### src/rtl/nios2_system_ledctl.sv
// -----------------------------------------------------------------------------
// nios2_system_ledctl
//   Avalon-MM output PIO for board LEDs. On top of a plain output register it
//   provides atomic set/clear, a per-channel blink mode driven by a shared
//   programmable divider, and one global PWM brightness duty applied to all
//   lit channels. The LED pins are driven from a register, so they never glitch.
//
// Ports
//   clk         system clock
//   reset_n     asynchronous active-low reset
//   address     word address (3 bits)
//   chipselect  slave select
//   write_n     active-low write strobe, qualified by chipselect
//   writedata   write data (32 bits)
//   readdata    read data, combinational, zero wait states
//   out_port    LED outputs (WIDTH bits), registered
//
// Register map
//   0 DATA  1 MODE  2 BLINK_DIV  3 DUTY  4 OUTSET  5 OUTCLEAR  6 STATUS  7 rsvd
// -----------------------------------------------------------------------------
module nios2_system_ledctl #(
    parameter int          WIDTH       = 5,
    parameter logic [31:0] RESET_VALUE = 32'd31,
    parameter int          DIV_WIDTH   = 24,
    parameter logic [31:0] DEFAULT_DIV = 32'd12499999
) (
    input  logic             clk,
    input  logic             reset_n,
    input  logic [2:0]       address,
    input  logic             chipselect,
    input  logic             write_n,
    input  logic [31:0]      writedata,
    output logic [31:0]      readdata,
    output logic [WIDTH-1:0] out_port
);

    localparam logic [2:0] ADDR_DATA   = 3'd0;
    localparam logic [2:0] ADDR_MODE   = 3'd1;
    localparam logic [2:0] ADDR_DIV    = 3'd2;
    localparam logic [2:0] ADDR_DUTY   = 3'd3;
    localparam logic [2:0] ADDR_OUTSET = 3'd4;
    localparam logic [2:0] ADDR_OUTCLR = 3'd5;
    localparam logic [2:0] ADDR_STATUS = 3'd6;

    // Architectural state
    logic [WIDTH-1:0]     data_q,  data_d;
    logic [WIDTH-1:0]     mode_q,  mode_d;
    logic [DIV_WIDTH-1:0] div_q,   div_d;
    logic [7:0]           duty_q,  duty_d;
    // Engine state
    logic [DIV_WIDTH-1:0] bcnt_q,  bcnt_d;
    logic                 phase_q, phase_d;
    logic [7:0]           pcnt_q,  pcnt_d;
    logic [WIDTH-1:0]     out_q,   out_d;

    logic                 wr_s;
    logic                 div_wr_s;
    logic                 pwm_on_s;
    logic [31:0]          rd_s;
    logic                 unused_wd_s;

    assign wr_s     = chipselect & ~write_n;
    assign div_wr_s = wr_s & (address == ADDR_DIV);
    // DUTY = 0xFF is special-cased so full brightness is truly continuous.
    assign pwm_on_s = (duty_q == 8'hFF) | (pcnt_q < duty_q);

    // Write bits above each register's width are dropped; fold them away here.
    assign unused_wd_s = ^writedata;

    // Register-file next state from the bus write
    always_comb begin
        data_d = data_q;
        mode_d = mode_q;
        div_d  = div_q;
        duty_d = duty_q;
        if (wr_s) begin
            case (address)
                ADDR_DATA:   data_d = writedata[WIDTH-1:0];
                ADDR_MODE:   mode_d = writedata[WIDTH-1:0];
                ADDR_DIV:    div_d  = writedata[DIV_WIDTH-1:0];
                ADDR_DUTY:   duty_d = writedata[7:0];
                ADDR_OUTSET: data_d = data_q | writedata[WIDTH-1:0];
                ADDR_OUTCLR: data_d = data_q & ~writedata[WIDTH-1:0];
                default:     data_d = data_q;   // STATUS and reserved ignore writes
            endcase
        end else begin
            data_d = data_q;
        end
    end

    // Blink divider: a BLINK_DIV write restarts the half-period and beats a wrap
    always_comb begin
        bcnt_d  = bcnt_q;
        phase_d = phase_q;
        if (div_wr_s) begin
            bcnt_d  = {DIV_WIDTH{1'b0}};
            phase_d = 1'b1;
        end else if (bcnt_q == div_q) begin
            bcnt_d  = {DIV_WIDTH{1'b0}};
            phase_d = ~phase_q;
        end else begin
            bcnt_d  = bcnt_q + DIV_WIDTH'(1);
            phase_d = phase_q;
        end
    end

    // PWM counter free-runs and wraps naturally; output mask uses current state
    always_comb begin
        pcnt_d = pcnt_q + 8'd1;
        out_d  = data_q & (~mode_q | {WIDTH{phase_q}}) & {WIDTH{pwm_on_s}};
    end

    // Read mux, zero-extended; reflects pre-write values during a write cycle
    always_comb begin
        rd_s = 32'd0;
        case (address)
            ADDR_DATA:   rd_s[WIDTH-1:0]     = data_q;
            ADDR_MODE:   rd_s[WIDTH-1:0]     = mode_q;
            ADDR_DIV:    rd_s[DIV_WIDTH-1:0] = div_q;
            ADDR_DUTY:   rd_s[7:0]           = duty_q;
            ADDR_STATUS: rd_s[1:0]           = {pwm_on_s, phase_q};
            default:     rd_s                = 32'd0;
        endcase
    end

    // All state flops; reset restores every value with nothing left pending
    always_ff @(posedge clk or negedge reset_n) begin
        if (!reset_n) begin
            data_q  <= RESET_VALUE[WIDTH-1:0];
            mode_q  <= {WIDTH{1'b0}};
            div_q   <= DEFAULT_DIV[DIV_WIDTH-1:0];
            duty_q  <= 8'hFF;
            bcnt_q  <= {DIV_WIDTH{1'b0}};
            phase_q <= 1'b1;
            pcnt_q  <= 8'd0;
            out_q   <= RESET_VALUE[WIDTH-1:0];
        end else begin
            data_q  <= data_d;
            mode_q  <= mode_d;
            div_q   <= div_d;
            duty_q  <= duty_d;
            bcnt_q  <= bcnt_d;
            phase_q <= phase_d;
            pcnt_q  <= pcnt_d;
            out_q   <= out_d;
        end
    end

    assign readdata = rd_s;
    assign out_port = out_q;

endmodule

### config.mk
export PLATFORM = sky130hd
export DESIGN_NAME = nios2_system_ledctl
export DESIGN_NICKNAME = d
export VERILOG_FILES = /design/src/rtl/nios2_system_ledctl.sv
export SDC_FILE = /design/constraint.sdc
export NUM_CORES = 1
export LEC_CHECK = 0
export BUFFER_PORTS_ARGS = -buffer_cell sky130_fd_sc_hd__buf_2
export CORE_MARGIN = 4
export CORE_UTILIZATION = 51
export DETAILED_ROUTE_END_ITERATION = 16
export PLACE_DENSITY = 0.73
export SLEW_MARGIN = 20
export SYNTH_ARGS = -nofsm -noshare
export SYNTH_HDL_FRONTEND = slang
export SYNTH_SLANG_ARGS = --single-unit
### constraint.sdc
create_clock -name clk -period 2 [get_ports clk]
set_input_delay 0.2 -clock clk [delete_from_list [all_inputs] [get_ports clk]]
set_output_delay 0.2 -clock clk [all_outputs]
set_load 0.005 [all_outputs]
# --- After elaboration in Yosys (flattened, before gate mapping) ---
# Cells that the tools add are included.
totals:
  output_inout_bits: 37
  register_bits: 80
  wordCells: 47
  inputBits: 39
op_classes:
  order_cmp: 1
  bitwise: 12
  muxes: 9
  n_eq_ne: 8
  n_reduce_logical: 7
  add_sub_neg: 2
ops:
  columns: ["cell", "n"]
  rows:
  - ["$mux W24", 2]
  - ["$add A24 B1 Y24 const B", 1]
  - ["$eq A24 B24 Y1", 1]
  - ["$mux W16", 1]
  - ["$and A5 B5 Y5", 3]
  - ["$pmux W5 S3", 1]
  - ["$pmux W3 S4", 1]
  - ["$not A5 Y5", 2]
  - ["$or A5 B5 Y5", 2]
  - ["$pmux W2 S5", 1]
  - ["$eq A3 B3 Y1 const B", 3]
  - ["$add A8 B1 Y8 const B", 1]
  - ["$eq A8 B8 Y1 const B", 1]
  - ["$lt A8 B8 Y1", 1]
  - ["$reduce_and A2 Y1", 4]
  - ["$eq A3 B2 Y1 const B", 2]
  - ["$pmux W3 S2", 1]
  - ["$eq A3 B1 Y1 const B", 1]
  - ["$logic_not A3 Y1", 1]
  - ["$reduce_bool A3 Y1", 1]
  - ["$and A1 B1 Y1", 2]
  - ["$mux W1", 2]
  - ["$not A1 Y1", 2]
  - ["$reduce_bool A2 Y1", 1]
  - ["$or A1 B1 Y1", 1]

# --- Logic depth before layout (Yosys ltp) ---
depth:
  ltp_word: 4
  mapped_depth: 7
  ltp_nobuf: 7

# --- Worst setup path before layout ---
# No wires, ideal clock.
synth_timing:
  path_kind: "flip-flop to output port"
  startpoint: "register duty_q[3]"
  endpoint: "output port readdata[1]"
  path_stages_with_launch: 8
  path_slack_ps: 89
  n_path_buf: 0
  arrival_ps: 1711
  required_ps: 1800
  cell_sequence: "dfstp_2 -> inv_1 -> ha_1 -> o21a_1 -> nor2_1 -> o311ai_0 -> o211ai_1 -> a41o_1"
synth_via:
  elab_chain_cells: 3
  elab_cells_between_ends: 4
  classes_between: "order compare (1); eq/ne (1); mux (1); bitwise (1)"
synth_rtl:
  columns: ["item", "line_no", "text"]
  rows:
  - ["start: declaration", "49", "logic [7:0] duty_q, duty_d;"]
  - ["start signal: assignment", "141", "duty_q <= duty_d;"]
  - ["$lt A8 B8 Y1 or $eq A8 B8 Y1 (tied branches)", "65", "assign pwm_on_s = (duty_q == 8'hFF) | (pcnt_q < duty_q);"]
  - ["$or A1 B1 Y1 (*)", "65", null]
  - ["$pmux W2 S5 (*)", "116", "case (address)"]
  - ["end: declaration", "33", "output logic [31:0] readdata,"]
# Every way passes the cells marked *; elsewhere a longest branch is shown, timed or not.

# --- Worst setup path after layout ---
layout_timing:
  startpoint: "register duty_q[2]"
  endpoint: "output port readdata[1]"
# Same word-level chain as after synthesis.

==> results.ini <==
[final_layout]
post_layout_nonfiller_instances = 569
sequential_cell_area_mm2 = 0.00205
antennaDiodeCount = 0
multi_input_comb_area_mm2 = 0.00219
drive_above_1_share_pct = 45.9
area_growth_syn_to_layout_pct = 17.0
fillCellCount = 715
final_nets = 507

[placed_design]
placement.io_buffers = 59
place_worst_setup_slack_ns = -0.0937
dpl.cell_count = 552
routabilityCongestion = 0.892
dp_hpwl_um = 6670

[route]
route.detailed.wl_per_inst_um = 15.9
drc_markers = 0
vias = 3048
finalWirelength_um = 9030
via_per_inst = 5.36
drtPass1Iterations = 4
starting_drc_count_in_detailed_routing = 90
ant_nets = 0

[clock_network]
cts_buffer_depth = 2
clock_sink_count = 80
cts_tree = yes
clock_input_transition_at_the_sequential_cells_of_the_worst_setup_and_hold_paths_ns = 0.08
clock-root-buffer = sky130_fd_sc_hd__clkbuf_8
cts_made_buffers = 9
clk_latency_ns = 0.35
htreeDepth = 3

[yosys]
synth.yosys.seq_area_share_pct = 46.9
post-synth-top-area-cell = sky130_fd_sc_hd__dfrtp_1
yosys.cell_types.count = 45
synthArstFlopShare_pct = 100
post-synth-top-count-cell = sky130_fd_sc_hd__dfrtp_1
synth.ff_latch_count = 80
synth_top_cells_by_area = sky130_fd_sc_hd__dfrtp_1 26%, sky130_fd_sc_hd__dfstp_2 21%, sky130_fd_sc_hd__mux2_2 9.6%, sky130_fd_sc_hd__xor2_1 6.6%, sky130_fd_sc_hd__xnor2_1 3.8%
avgSynthCellArea_um2 = 11.4
synth_edf_count = 0
synth_top_cell_area_share_pct = 25.8
ys_dominant_reg_cell = sky130_fd_sc_hd__dfrtp_1
yosys_warnings = 0
post_synth_inst_count = 382
syn_area_mm2 = 0.00436
synth_commonest_cells = 45 x sky130_fd_sc_hd__dfrtp_1, 37 x sky130_fd_sc_hd__mux2_2, 35 x sky130_fd_sc_hd__dfstp_2

[timing]
period_share_pct = 118
minimum_clock_period_ns = 2.36
rsz0062_at_grt = yes
worstMarginPinSlew_ns = 0.489
clock_skew_ns = 0.00672
max-slew-margin-rel_pct = 67.1
setup_ws_ns = -0.356
max_freq_ghz = 0.424
setup_violations = 1
fin_hold_ws_ns = 0.0784
timing.final.hold_violations = 0
drv_slew = 0

[power_and_ir_drop]
power.share.switching_pct = 29.8
irDropWorstVdd_uv = 503
clock_power_share_pct = 26.5
net-switching-power_w = 0.00139
power.internal_w = 0.00327
seq_power_share_pct = 50.2
power-per-cell-area_mw_per_mm2 = 913
leakagePower_nw = 2.39
pwr-share-comb_pct = 23.2
power.total_w = 0.00465

[critical_path]
regToRegSetupSlack_ns = 0.11
startpoint = duty_q[2]$_DFFE_PN1P_
crit_fanout = 2
reg2reg_to = out_port[4]$_DFF_PN1_
worst_setup_path_start_kind = register
critical_path.reg2reg.startpoint = duty_q[1]$_DFFE_PN1P_
critical_path.endpoint_type = output port
worst_ep_required_time_ns = 1.80
timing.critical_path.arrival_ns = 2.16
crit_type = reg -> out
worst_r2r_path_depth = 7

[global_route]
antenna_violations_before_repair = 0
grt_pass1_wl_um = 15000
grt_remaining_overflow = 0
grt_max_degree = 33
gr-usage-all-layers_pct = 18.9
grt_pass1_vias = 3087

[hold_path]
hold_path_class = in -> reg
min_path_cells = 2
hp-start = writedata[16]
holdPathEnd = div_q[16]$_DFFE_PN0P_

[floorplanning]
die_wd_um = 100
total_die_area_mm2 = 0.0101
floorplan.initialDensity_pct = 52.8
die_h_um = 100
core_area_mm2 = 0.00826
rows = 33
top_level_ports = 76

[outcome]
violated_checks = negative setup slack
status = finished with violations

[flow_run]
cap_violations = 0

==> per-layer routing <==
metal | vias up | part of all wire (%) | global-route usage (%)
met5 | - | 0 | 0
met2 | 90 | 47 | 29.3
li1 | 1441 | - | -
met4 | 0 | 2.5 | 8.81
met1 | 1498 | 46 | 26.2
met3 | 19 | 4.7 | 2.77
==> sequential cells by signal (all words and copies together), names as in the netlist <==
| signal | flops |
|---|---|
| pcnt_q | 8 |
| mode_q | 5 |
| div_q | 24 |
| data_q | 5 |
| bcnt_q | 24 |
| phase_q | 1 |
| duty_q | 8 |
| out_port | 5 |
==> worst max-delay path, cell delays in order, from the launching register on <==
cell and delay, ns:
sky130_fd_sc_hd__dfstp_2 0.55, sky130_fd_sc_hd__inv_2 0.04, sky130_fd_sc_hd__ha_4 0.25, sky130_fd_sc_hd__o21a_1 0.11, sky130_fd_sc_hd__nor2_1 0.04, sky130_fd_sc_hd__o311ai_1 0.28
sky130_fd_sc_hd__o211ai_1 0.20, sky130_fd_sc_hd__a41o_1 0.22, sky130_fd_sc_hd__buf_2 0.12
==> cell families after synthesis <==
family / Yosys count / share of synthesized area [%]
AND/OR/NAND/NOR: 138 / 19.6
flip-flops: 80 / 46.9
XOR/XNOR: 52 / 10.4
multiplexers: 46 / 12.8
buffers and inverters: 34 / 4.31
AO/OA/AOI/OAI: 22 / 3.30
adder cells (fa/ha/maj): 9 / 2.58
other: 1 / 0.0860
==> timing repair <==
action,4_1_cts,5_1_grt
setup endpoints to repair,1,6
hold buffers,1,0
gates resized for setup,9,1
pin swaps,7,4
endpoints found under the hold margin,19,0
setup buffers,2,1
==> power groups by stage <==
| stage | registers (W) | logic, W | clock network (W) |
|---|---|---|---|
| 6_report | 0.00234 | 0.00108 | 0.00124 |
| 3_5_place_dp | 0.00237 | 0.00106 | 0 |
| 2_1_floorplan | 0.00228 | 0.000714 | 0 |
| 3_3_place_gp | 0.00235 | 0.00103 | 0 |
| 5_1_grt | 0.00239 | 0.00120 | 0.00133 |
| 4_1_cts | 0.00234 | 0.00111 | 0.00126 |
==> placed cells by master, fill, tap and decap left out, types with 2 or more instances in the layout <==
cell type	netlist	routed
sky130_fd_sc_hd__buf_2	5	58
sky130_fd_sc_hd__dfrtp_1	45	45
sky130_fd_sc_hd__mux2_2	37	37
sky130_fd_sc_hd__dfstp_2	35	35
sky130_fd_sc_hd__xor2_1	33	33
sky130_fd_sc_hd__and2_1	21	21
sky130_fd_sc_hd__nor2_2	20	20
sky130_fd_sc_hd__xnor2_1	19	19
sky130_fd_sc_hd__nand2_1	18	18
sky130_fd_sc_hd__buf_4	8	17
sky130_fd_sc_hd__nand3_1	14	14
sky130_fd_sc_hd__inv_1	15	13
sky130_fd_sc_hd__nor2_1	13	13
sky130_fd_sc_hd__and3_1	12	11
sky130_fd_sc_hd__clkbuf_8	0	11
sky130_fd_sc_hd__nand4_1	8	8
sky130_fd_sc_hd__conb_1	1	8
sky130_fd_sc_hd__nand2b_1	7	7
sky130_fd_sc_hd__nor3_2	7	7
sky130_fd_sc_hd__o21ai_0	7	7
sky130_fd_sc_hd__ha_1	9	7
sky130_fd_sc_hd__mux2i_1	5	5
sky130_fd_sc_hd__nor4_2	5	5
sky130_fd_sc_hd__a21oi_1	6	5
sky130_fd_sc_hd__mux4_2	4	4
sky130_fd_sc_hd__and4_1	2	2
sky130_fd_sc_hd__nand4_2	2	2
sky130_fd_sc_hd__nor4_1	2	2
sky130_fd_sc_hd__nor2b_1	2	2
sky130_fd_sc_hd__inv_2	0	2
sky130_fd_sc_hd__ha_4	0	2
sky130_fd_sc_hd__clkinv_4	0	2
sky130_fd_sc_hd__buf_12	0	2
==> through the flow <==
stage               setup TNS, ns  utilization (%)  area (µm²)
global route               -0.424             61.8        5100
global placement          -0.0357             58.7        4840
finish                     -0.356             61.8        5100
CTS                        -0.642             61.9        5110
floorplan                       0                -        4390
detailed placement        -0.0937             58.7        4840
==> worst max-delay path by stage <==
stage	end	slack [ns]	depth (start not counted)
6_report	readdata[1]	-0.36	8
5_1_grt	readdata[1]	-0.42	8
4_1_cts	readdata[1]	-0.35	8
2_1_floorplan	readdata[1]	0.09	7
3_3_place_gp	readdata[1]	-0.04	8
3_5_place_dp	readdata[1]	-0.09	8
==> cell type report <==
cell class	instances	area share, %
Multi-Input combinational cell	275	43.0
Sequential cell	80	40.1
Timing Repair Buffer	78	9.17
Clock buffer	12	3.04
Tap cell	105	2.58
Inverter	15	1.10
Clock inverter	4	1.03
Note: power is estimated with default switching activity, not from simulation.
